## config.mk

```make
export PLATFORM = sky130hd
export DESIGN_NAME = mem_port_arbiter
export DESIGN_NICKNAME = d
export VERILOG_FILES = /design/src/rtl/mem_arb_pkg.sv /design/src/rtl/rr_pick.sv /design/src/rtl/mem_port_arbiter.sv
export SDC_FILE = /design/constraint.sdc
export NUM_CORES = 1
export LEC_CHECK = 0
export BUFFER_PORTS_ARGS = -buffer_cell sky130_fd_sc_hd__clkbuf_2
export CAP_MARGIN = 0
export CORE_AREA = 10 10 111 83
export DETAILED_ROUTE_END_ITERATION = 8
export DIE_AREA = 0 0 121 93
export MAX_ROUTING_LAYER = met4
export PLACE_DENSITY = 0.76
export SYNTH_ARGS = -nofsm -noshare
export SYNTH_HDL_FRONTEND = slang
export SYNTH_HIERARCHICAL = 1
export SYNTH_SLANG_ARGS = --single-unit
```

## constraint.sdc

```tcl
create_clock -name CLK -period 3.8 [get_ports CLK]
set_input_delay 0.19 -clock CLK [delete_from_list [all_inputs] [get_ports CLK]]
set_output_delay 0.19 -clock CLK [all_outputs]
set_load 0.02 [all_outputs]
```

## src/rtl/mem_arb_pkg.sv

```systemverilog
// Shared types and constants for the memory port arbiter.
package mem_arb_pkg;

  localparam int unsigned NREQ_DEF   = 3;
  localparam int unsigned ADDR_W_DEF = 16;
  localparam int unsigned DATA_W_DEF = 16;
  localparam int unsigned IDX_W      = $clog2(NREQ_DEF);

  // Widest index needed for NREQ up to 8; the pending-read record is sized for that
  localparam int unsigned IDX_MAX_W  = 3;
  // Lock counter holds values up to MAX_LOCK (at most 15)
  localparam int unsigned CNT_W      = 4;

  typedef struct packed {
    logic                 valid;
    logic [IDX_MAX_W-1:0] idx;
  } rd_pend_t;

  // Index width for an overridden requester count (never below one bit)
  function automatic int unsigned idx_w(input int unsigned n);
    return (n > 1) ? $clog2(n) : 1;
  endfunction

endpackage

```

## src/rtl/rr_pick.sv

```systemverilog
// Round-robin finder: first set request at or above the pointer, wrapping modulo N.
module rr_pick
  #(
    parameter int unsigned N  = 3,
    parameter int unsigned IW = 2
  ) (
    input  logic [N-1:0]  i_req,
    input  logic [IW-1:0] i_ptr,
    output logic [N-1:0]  o_onehot,
    output logic [IW-1:0] o_idx,
    output logic          o_any
  );

  logic [IW-1:0] w_pos;

  // Scan N positions starting at the pointer; the first hit wins
  always_comb begin
    o_onehot = '0;
    o_idx    = '0;
    o_any    = 1'b0;
    w_pos    = '0;
    for (int unsigned k = 0; k < N; k++) begin
      w_pos = IW'((32'(i_ptr) + k) % N);
      if (!o_any && i_req[w_pos]) begin
        o_onehot[w_pos] = 1'b1;
        o_idx           = w_pos;
        o_any           = 1'b1;
      end
    end
  end

endmodule

```

## src/rtl/mem_port_arbiter.sv

```systemverilog
// Round-robin arbiter sharing one single-port synchronous memory among NREQ
// requesters, with a bounded lock for back-to-back accesses by one owner.
// Optional performance counters are built when MEM_ARB_PERF_EN is defined.
module mem_port_arbiter
  import mem_arb_pkg::*;
  #(
    parameter int unsigned NREQ     = NREQ_DEF,
    parameter int unsigned ADDR_W   = ADDR_W_DEF,
    parameter int unsigned DATA_W   = DATA_W_DEF,
    parameter int unsigned MAX_LOCK = 4
  ) (
    input  logic                   CLK,
    input  logic                   RST,
    input  logic [NREQ-1:0]        req,
    input  logic [NREQ-1:0]        lock,
    input  logic [NREQ-1:0]        we,
    input  logic [NREQ*ADDR_W-1:0] addr,
    input  logic [NREQ*DATA_W-1:0] wdata,
    output logic [NREQ-1:0]        gnt,
    output logic [NREQ-1:0]        rvalid,
    output logic [DATA_W-1:0]      rdata,
    output logic                   mem_en,
    output logic                   mem_we,
    output logic [ADDR_W-1:0]      mem_addr,
    output logic [DATA_W-1:0]      mem_wdata,
    input  logic [DATA_W-1:0]      mem_rdata
`ifdef MEM_ARB_PERF_EN
    ,
    output logic [15:0]            perf_busy,
    output logic [15:0]            perf_conflict
`endif
  );

  localparam int unsigned IW = idx_w(NREQ);

  logic [IW-1:0]    r_rr_ptr;
  logic             r_own_valid;
  logic [IW-1:0]    r_own_idx;
  logic [CNT_W-1:0] r_lock_cnt;
  rd_pend_t         r_rd_pend;

  logic [NREQ-1:0]  w_pick_oh;
  logic [IW-1:0]    w_pick_idx;
  logic             w_pick_any;
  logic             w_own_ok;
  logic [NREQ-1:0]  w_own_oh;
  logic             w_gnt_any;
  logic [IW-1:0]    w_gnt_idx;
  logic             w_same_owner;

  rr_pick #(
    .N  (NREQ),
    .IW (IW)
  ) u_rr_pick (
    .i_req    (req),
    .i_ptr    (r_rr_ptr),
    .o_onehot (w_pick_oh),
    .o_idx    (w_pick_idx),
    .o_any    (w_pick_any)
  );

  // Grant selection: a locked owner under its limit beats round-robin
  always_comb begin
    w_own_ok  = r_own_valid && req[r_own_idx] && (r_lock_cnt < CNT_W'(MAX_LOCK));
    w_own_oh  = '0;
    w_own_oh[r_own_idx] = 1'b1;
    w_gnt_any = RST && (w_own_ok || w_pick_any);
    w_gnt_idx = w_own_ok ? r_own_idx : w_pick_idx;
    if (!RST) begin
      gnt = '0;
    end else if (w_own_ok) begin
      gnt = w_own_oh;
    end else begin
      gnt = w_pick_oh;
    end
    w_same_owner = r_own_valid && (r_own_idx == w_gnt_idx);
  end

  // Memory port mux from the one-hot grant
  always_comb begin
    mem_en    = w_gnt_any;
    mem_we    = 1'b0;
    mem_addr  = '0;
    mem_wdata = '0;
    for (int unsigned i = 0; i < NREQ; i++) begin
      if (gnt[i]) begin
        mem_we    = we[i];
        mem_addr  = addr[i*ADDR_W +: ADDR_W];
        mem_wdata = wdata[i*DATA_W +: DATA_W];
      end
    end
  end

  // Arbitration state: pointer, lock ownership and the outstanding read
  always_ff @(posedge CLK) begin
    if (!RST) begin
      r_rr_ptr    <= '0;
      r_own_valid <= 1'b0;
      r_own_idx   <= '0;
      r_lock_cnt  <= '0;
      r_rd_pend   <= '0;
    end else begin
      if (w_gnt_any) begin
        r_rr_ptr <= (w_gnt_idx == IW'(NREQ - 1)) ? '0 : w_gnt_idx + 1'b1;
        if (lock[w_gnt_idx]) begin
          r_own_valid <= 1'b1;
          r_own_idx   <= w_gnt_idx;
          // A re-grant after hitting the limit starts a fresh lock run
          r_lock_cnt  <= (w_same_owner && (r_lock_cnt < CNT_W'(MAX_LOCK))) ?
                         r_lock_cnt + 1'b1 : CNT_W'(1);
        end else begin
          r_own_valid <= 1'b0;
          r_lock_cnt  <= '0;
        end
      end else begin
        // No grant means no requests, so any owner has dropped req
        r_own_valid <= 1'b0;
        r_lock_cnt  <= '0;
      end
      r_rd_pend.valid <= w_gnt_any && !mem_we;
      r_rd_pend.idx   <= IDX_MAX_W'(w_gnt_idx);
    end
  end

  // Read response: one-cycle pulse to the requester that issued the read
  always_comb begin
    rdata = mem_rdata;
    for (int unsigned i = 0; i < NREQ; i++) begin
      rvalid[i] = RST && r_rd_pend.valid && (r_rd_pend.idx == IDX_MAX_W'(i));
    end
  end

`ifdef MEM_ARB_PERF_EN
  logic [15:0] r_perf_busy;
  logic [15:0] r_perf_conflict;
  logic        w_multi_req;

  // Two or more simultaneous requests count as a conflict
  always_comb begin
    w_multi_req = ($countones(req) > 1);
  end

  // Saturating utilisation and contention counters
  always_ff @(posedge CLK) begin
    if (!RST) begin
      r_perf_busy     <= '0;
      r_perf_conflict <= '0;
    end else begin
      if (mem_en && (r_perf_busy != 16'hFFFF)) begin
        r_perf_busy <= r_perf_busy + 16'd1;
      end
      if (w_multi_req && (r_perf_conflict != 16'hFFFF)) begin
        r_perf_conflict <= r_perf_conflict + 16'd1;
      end
    end
  end

  assign perf_busy     = r_perf_busy;
  assign perf_conflict = r_perf_conflict;
`endif

endmodule

```

==> flow_summary.rst <==
.. list-table::
   :header-rows: 1

   * - Metric
     - Value
   * - Area occupied by registers
     - 240 um2
   * - Outcome
     - completed
   * - Total number of vias
     - 2399
   * - Cells taking the most area after synthesis
     - sky130_fd_sc_hd__a221oi_2, sky130_fd_sc_hd__dfxtp_1, sky130_fd_sc_hd__nor2_2
   * - Critical path peak fanout
     - 33
   * - Clock Skews
     - 0.00349 ns
   * - IR Drop Worst-Case VDD
     - 0.000437 V
   * - Routability Congestion
     - 0.884
   * - Setup TNS
     - 0 ns
   * - Critical Path Slowest Stage Cell
     - sky130_fd_sc_hd__buf_4
   * - Detailed-placement wirelength estimate
     - 6890 um
   * - Synth async-reset ratio
     - 0%
   * - Area share of the largest cell type after synthesis
     - 22.5%
   * - Diodes inserted
     - 0
   * - Relative slew slack
     - 61.6%
   * - Final setup violation count
     - 0
   * - Mapped Cells
     - 260
   * - Cell area power density
     - 843 nW/um2
   * - Cell area after synthesis
     - 2070 um2
   * - Clk buf depth
     - 2
   * - Number of buffer and inverter stages on the critical path
     - 3
   * - Fraction of final layout cells with drive strength greater than 1
     - 60.3%
   * - Number of H-tree branching levels
     - 1
   * - Fmax
     - 288 MHz
   * - Die width
     - 121 um
   * - Worst-Skew Late Latency
     - 0.24 ns
   * - Wire length of the first global-routing pass
     - 12100 um
   * - Core region area
     - 7120 um2
   * - Syn Area/Cell
     - 7.97 um2
   * - Final worst path period share
     - 91.3%
   * - Sequential share of power
     - 8.4%
   * - List of cells traversed by the critical path
     - inv_1, ha_1, mux2i_2, o22a_4, nand2_1, o2bb2ai_1, o21ai_0, a2111oi_4, buf_4, a221oi_1, nor2_1, clkbuf_2
   * - Core Rows
     - 26
   * - Slew at the pin closest to its max-slew limit
     - 0.568 ns
   * - Synth Net Count
     - 388
   * - Number of antenna violations at the first check in global routing
     - 0
   * - Count of instances resized after the clock tree is built
     - 0
   * - Cell type with the largest total area after synthesis
     - sky130_fd_sc_hd__a221oi_2
   * - Clock group share of total power
     - 6.0%
   * - Gate family responsible for the most delay along the worst path
     - compound AO/OA/AOI/OAI gates
   * - Core occupancy in the finished layout
     - 38.9%
   * - DRC Markers
     - 0
   * - Number of cells in the design after placement
     - 474
   * - Critical path depth
     - 12
   * - Warnings from Yosys
     - 6
   * - Path type of the worst setup path
     - register to primary output
   * - Post-synth EDFFs
     - 0
   * - Cell depth of the worst hold path
     - 3
   * - Starting DRT DRC Count
     - 162
   * - Number of distinct standard cells referenced by the synthesized netlist
     - 55
   * - Cell area after layout
     - 2770 um2
   * - Total setup buffers inserted after CTS
     - 0
   * - Average detailed-routed wire length per instance
     - 16.9 um
   * - Clock transition at the registers of the reported paths
     - 0.05 ns
   * - Hold/Removal Path Class
     - primary input to register
   * - Max-cap violations
     - 0
   * - Die area
     - 11300 um2
   * - Clock buffers created by TritonCTS
     - 3
   * - Post-layout instance count excluding filler cells
     - 478
   * - Area of the multi-input gates
     - 1530 um2
   * - Nature of the critical path endpoint
     - primary output
   * - Sequential-to-total area share from yosys stat
     - 11.6%
   * - Sort of element at the start of the critical path
     - register
   * - Power Internal
     - 1.01 mW
   * - Number of register bits inferred by synthesis
     - 12
   * - Library cell used as clock root buffer
     - sky130_fd_sc_hd__clkbuf_8
   * - Area growth from synthesis to layout
     - 33.8%
   * - Cell area after placement
     - 2720 um2
   * - TritonRoute pass-1 iters
     - 5
   * - Worst path arrival time
     - 3.28 ns
   * - Die Y
     - 93 um
   * - Via density per instance
     - 5.02
   * - Effective utilization at floorplan
     - 29.1%
   * - Flip-flop cell with the highest count after synthesis
     - sky130_fd_sc_hd__dfxtp_1
   * - Worst Reg-to-Reg Cells
     - 11
   * - All-Layer GR Usage
     - 12.9%
   * - Crit path largest cell delay
     - 0.49 ns
   * - Switching share of total power
     - 56.8%
   * - Minimum clock period
     - 3.47 ns
   * - Post-detailed-route count of antenna-violating nets
     - 0
   * - Net switching power
     - 1.33 mW
   * - Congestion Overflow GR
     - 0
   * - DRT Wirelength
     - 8090 um
   * - Hold violation total from the final report
     - 0
   * - Largest net degree at the start of global routing
     - 35
   * - Final worst hold slack
     - 0.280 ns
   * - Total of fill cells in the finished design
     - 719
   * - # IOs
     - 179
   * - Number of global-route vias before repair
     - 2324
   * - CTS tree
     - done
   * - Num Clock Sinks
     - 12
   * - RSZ-0062 raised after global routing
     - false
   * - Net count reported at finish
     - 509
   * - Hold buffer count at cts
     - 0
   * - Leakage power total
     - 1.38 nW
   * - Part of the total power dissipated in combinational logic
     - 85.6%
   * - Data required, critical path
     - 3.61 ns
   * - Port Buffers
     - 146
   * - Slew Viols, Final
     - 0
## worst paths after layout
kind,from,endpoint,slack (ns)
setup / recovery,r_rr_ptr[1],mem_wdata[15],0.33
hold / removal,lock[1],r_own_idx[0],0.28
setup reg to reg,r_rr_ptr[1],r_rd_pend[3],0.79
hold reg to reg,r_lock_cnt[0],r_lock_cnt[0],0.44
## layer usage
metal	vias up	track usage, %	share of wire (%)
met5	-	-	0
met4	0	1.70	0.53
met3	6	3.42	9.2
met2	128	23.2	51
met1	1093	14.5	39
li1	1172	-	-
## layout make-up
type / count / share of cell area [%]
Clock buffer: 4 / 1.99
Inverter: 12 / 1.62
Tap cell: 98 / 4.42
Sequential cell: 12 / 8.66
Multi-Input combinational cell: 201 / 55.1
Timing Repair Buffer: 151 / 28.2
## cell usage in the layout, fill, tap and decap left out, types with 3 or more instances in the layout
cell,netlist,routed
sky130_fd_sc_hd__a221oi_2,31,31
sky130_fd_sc_hd__a21oi_1,11,11
sky130_fd_sc_hd__clkbuf_8,0,4
sky130_fd_sc_hd__nor3b_1,3,3
sky130_fd_sc_hd__inv_1,11,11
sky130_fd_sc_hd__nand2b_1,4,4
sky130_fd_sc_hd__nor2_2,30,30
sky130_fd_sc_hd__nor3_1,4,4
sky130_fd_sc_hd__buf_4,18,4
sky130_fd_sc_hd__ha_1,5,5
sky130_fd_sc_hd__nand3_1,3,3
sky130_fd_sc_hd__a211oi_1,3,3
sky130_fd_sc_hd__clkbuf_2,2,146
sky130_fd_sc_hd__dfxtp_1,12,12
sky130_fd_sc_hd__nand2_1,14,14
sky130_fd_sc_hd__o21ai_0,6,6
sky130_fd_sc_hd__nor2_1,43,43
## worst reg2reg max path, delay by kind of cell (launching register included)
kind                     cells  cell delay (ns)
flip-flops                   1             0.33
AND/OR/NAND/NOR              1             0.07
buffers and inverters        2             0.57
adder cells (fa/ha/maj)      1             0.33
AO/OA/AOI/OAI                6             1.28
multiplexers                 1             0.33
## cell usage after synthesis (all sizes together) (2+ instances only)
master and count:
o211ai 2, o21a 2, nor2 73, nor3b 3
clkbuf 9, mux2 4, ha 5, a221oi 33
buf 26, nand3 3, dfxtp 12, a21boi 3
xnor2 2, a211oi 3, a21o 2, nor2b 2
nor3 4, nand2 14, mux2i 3, a21oi 12
nand2b 4, inv 12, o21ai 7, o2111ai 2
## cells by family (layout without fill, tap and decap cells)
kind of cell | Yosys count | count (layout) | share of synthesized area (%)
and+or+nand+nor | 111 | 111 | 27.2
AOI/OAI and AO/OA | 75 | 75 | 38.5
buffers and inverters | 47 | 167 | 14.9
DFF | 12 | 12 | 11.6
muxes | 7 | 7 | 3.80
adders and majority gates | 5 | 5 | 3.02
xor gates and xnor gates | 2 | 2 | 0.846
other | 1 | 1 | 0.181
## per-stage QoR
| step | total power, mW | worst slack (ns) |
|---|---|---|
| 6_report | 2.34 | 0.331 |
| 5_1_grt | 2.52 | 0.0921 |
| 4_1_cts | 2.34 | 0.375 |
| 3_5_place_dp | 2.20 | 0.635 |
| 3_3_place_gp | 2.16 | 0.794 |
| 2_1_floorplan | 1.74 | 1.10 |
## power by group through the flow
stage          Clock (mW)  Combinational [mW]  Sequential, mW
6_report            0.139                2.00           0.197
5_1_grt             0.148                2.17           0.202
4_1_cts             0.141                2.01           0.197
3_5_place_dp            0                2.00           0.199
3_3_place_gp            0                1.96           0.195
2_1_floorplan           0                1.55           0.187
## registers in the layout, summed over array words and instances (netlist names)
signal / flops
r_rr_ptr: 2
r_lock_cnt: 4
r_own_idx: 2
r_own_valid: 1
r_rd_pend: 3
(Power assumes the default switching activity.)
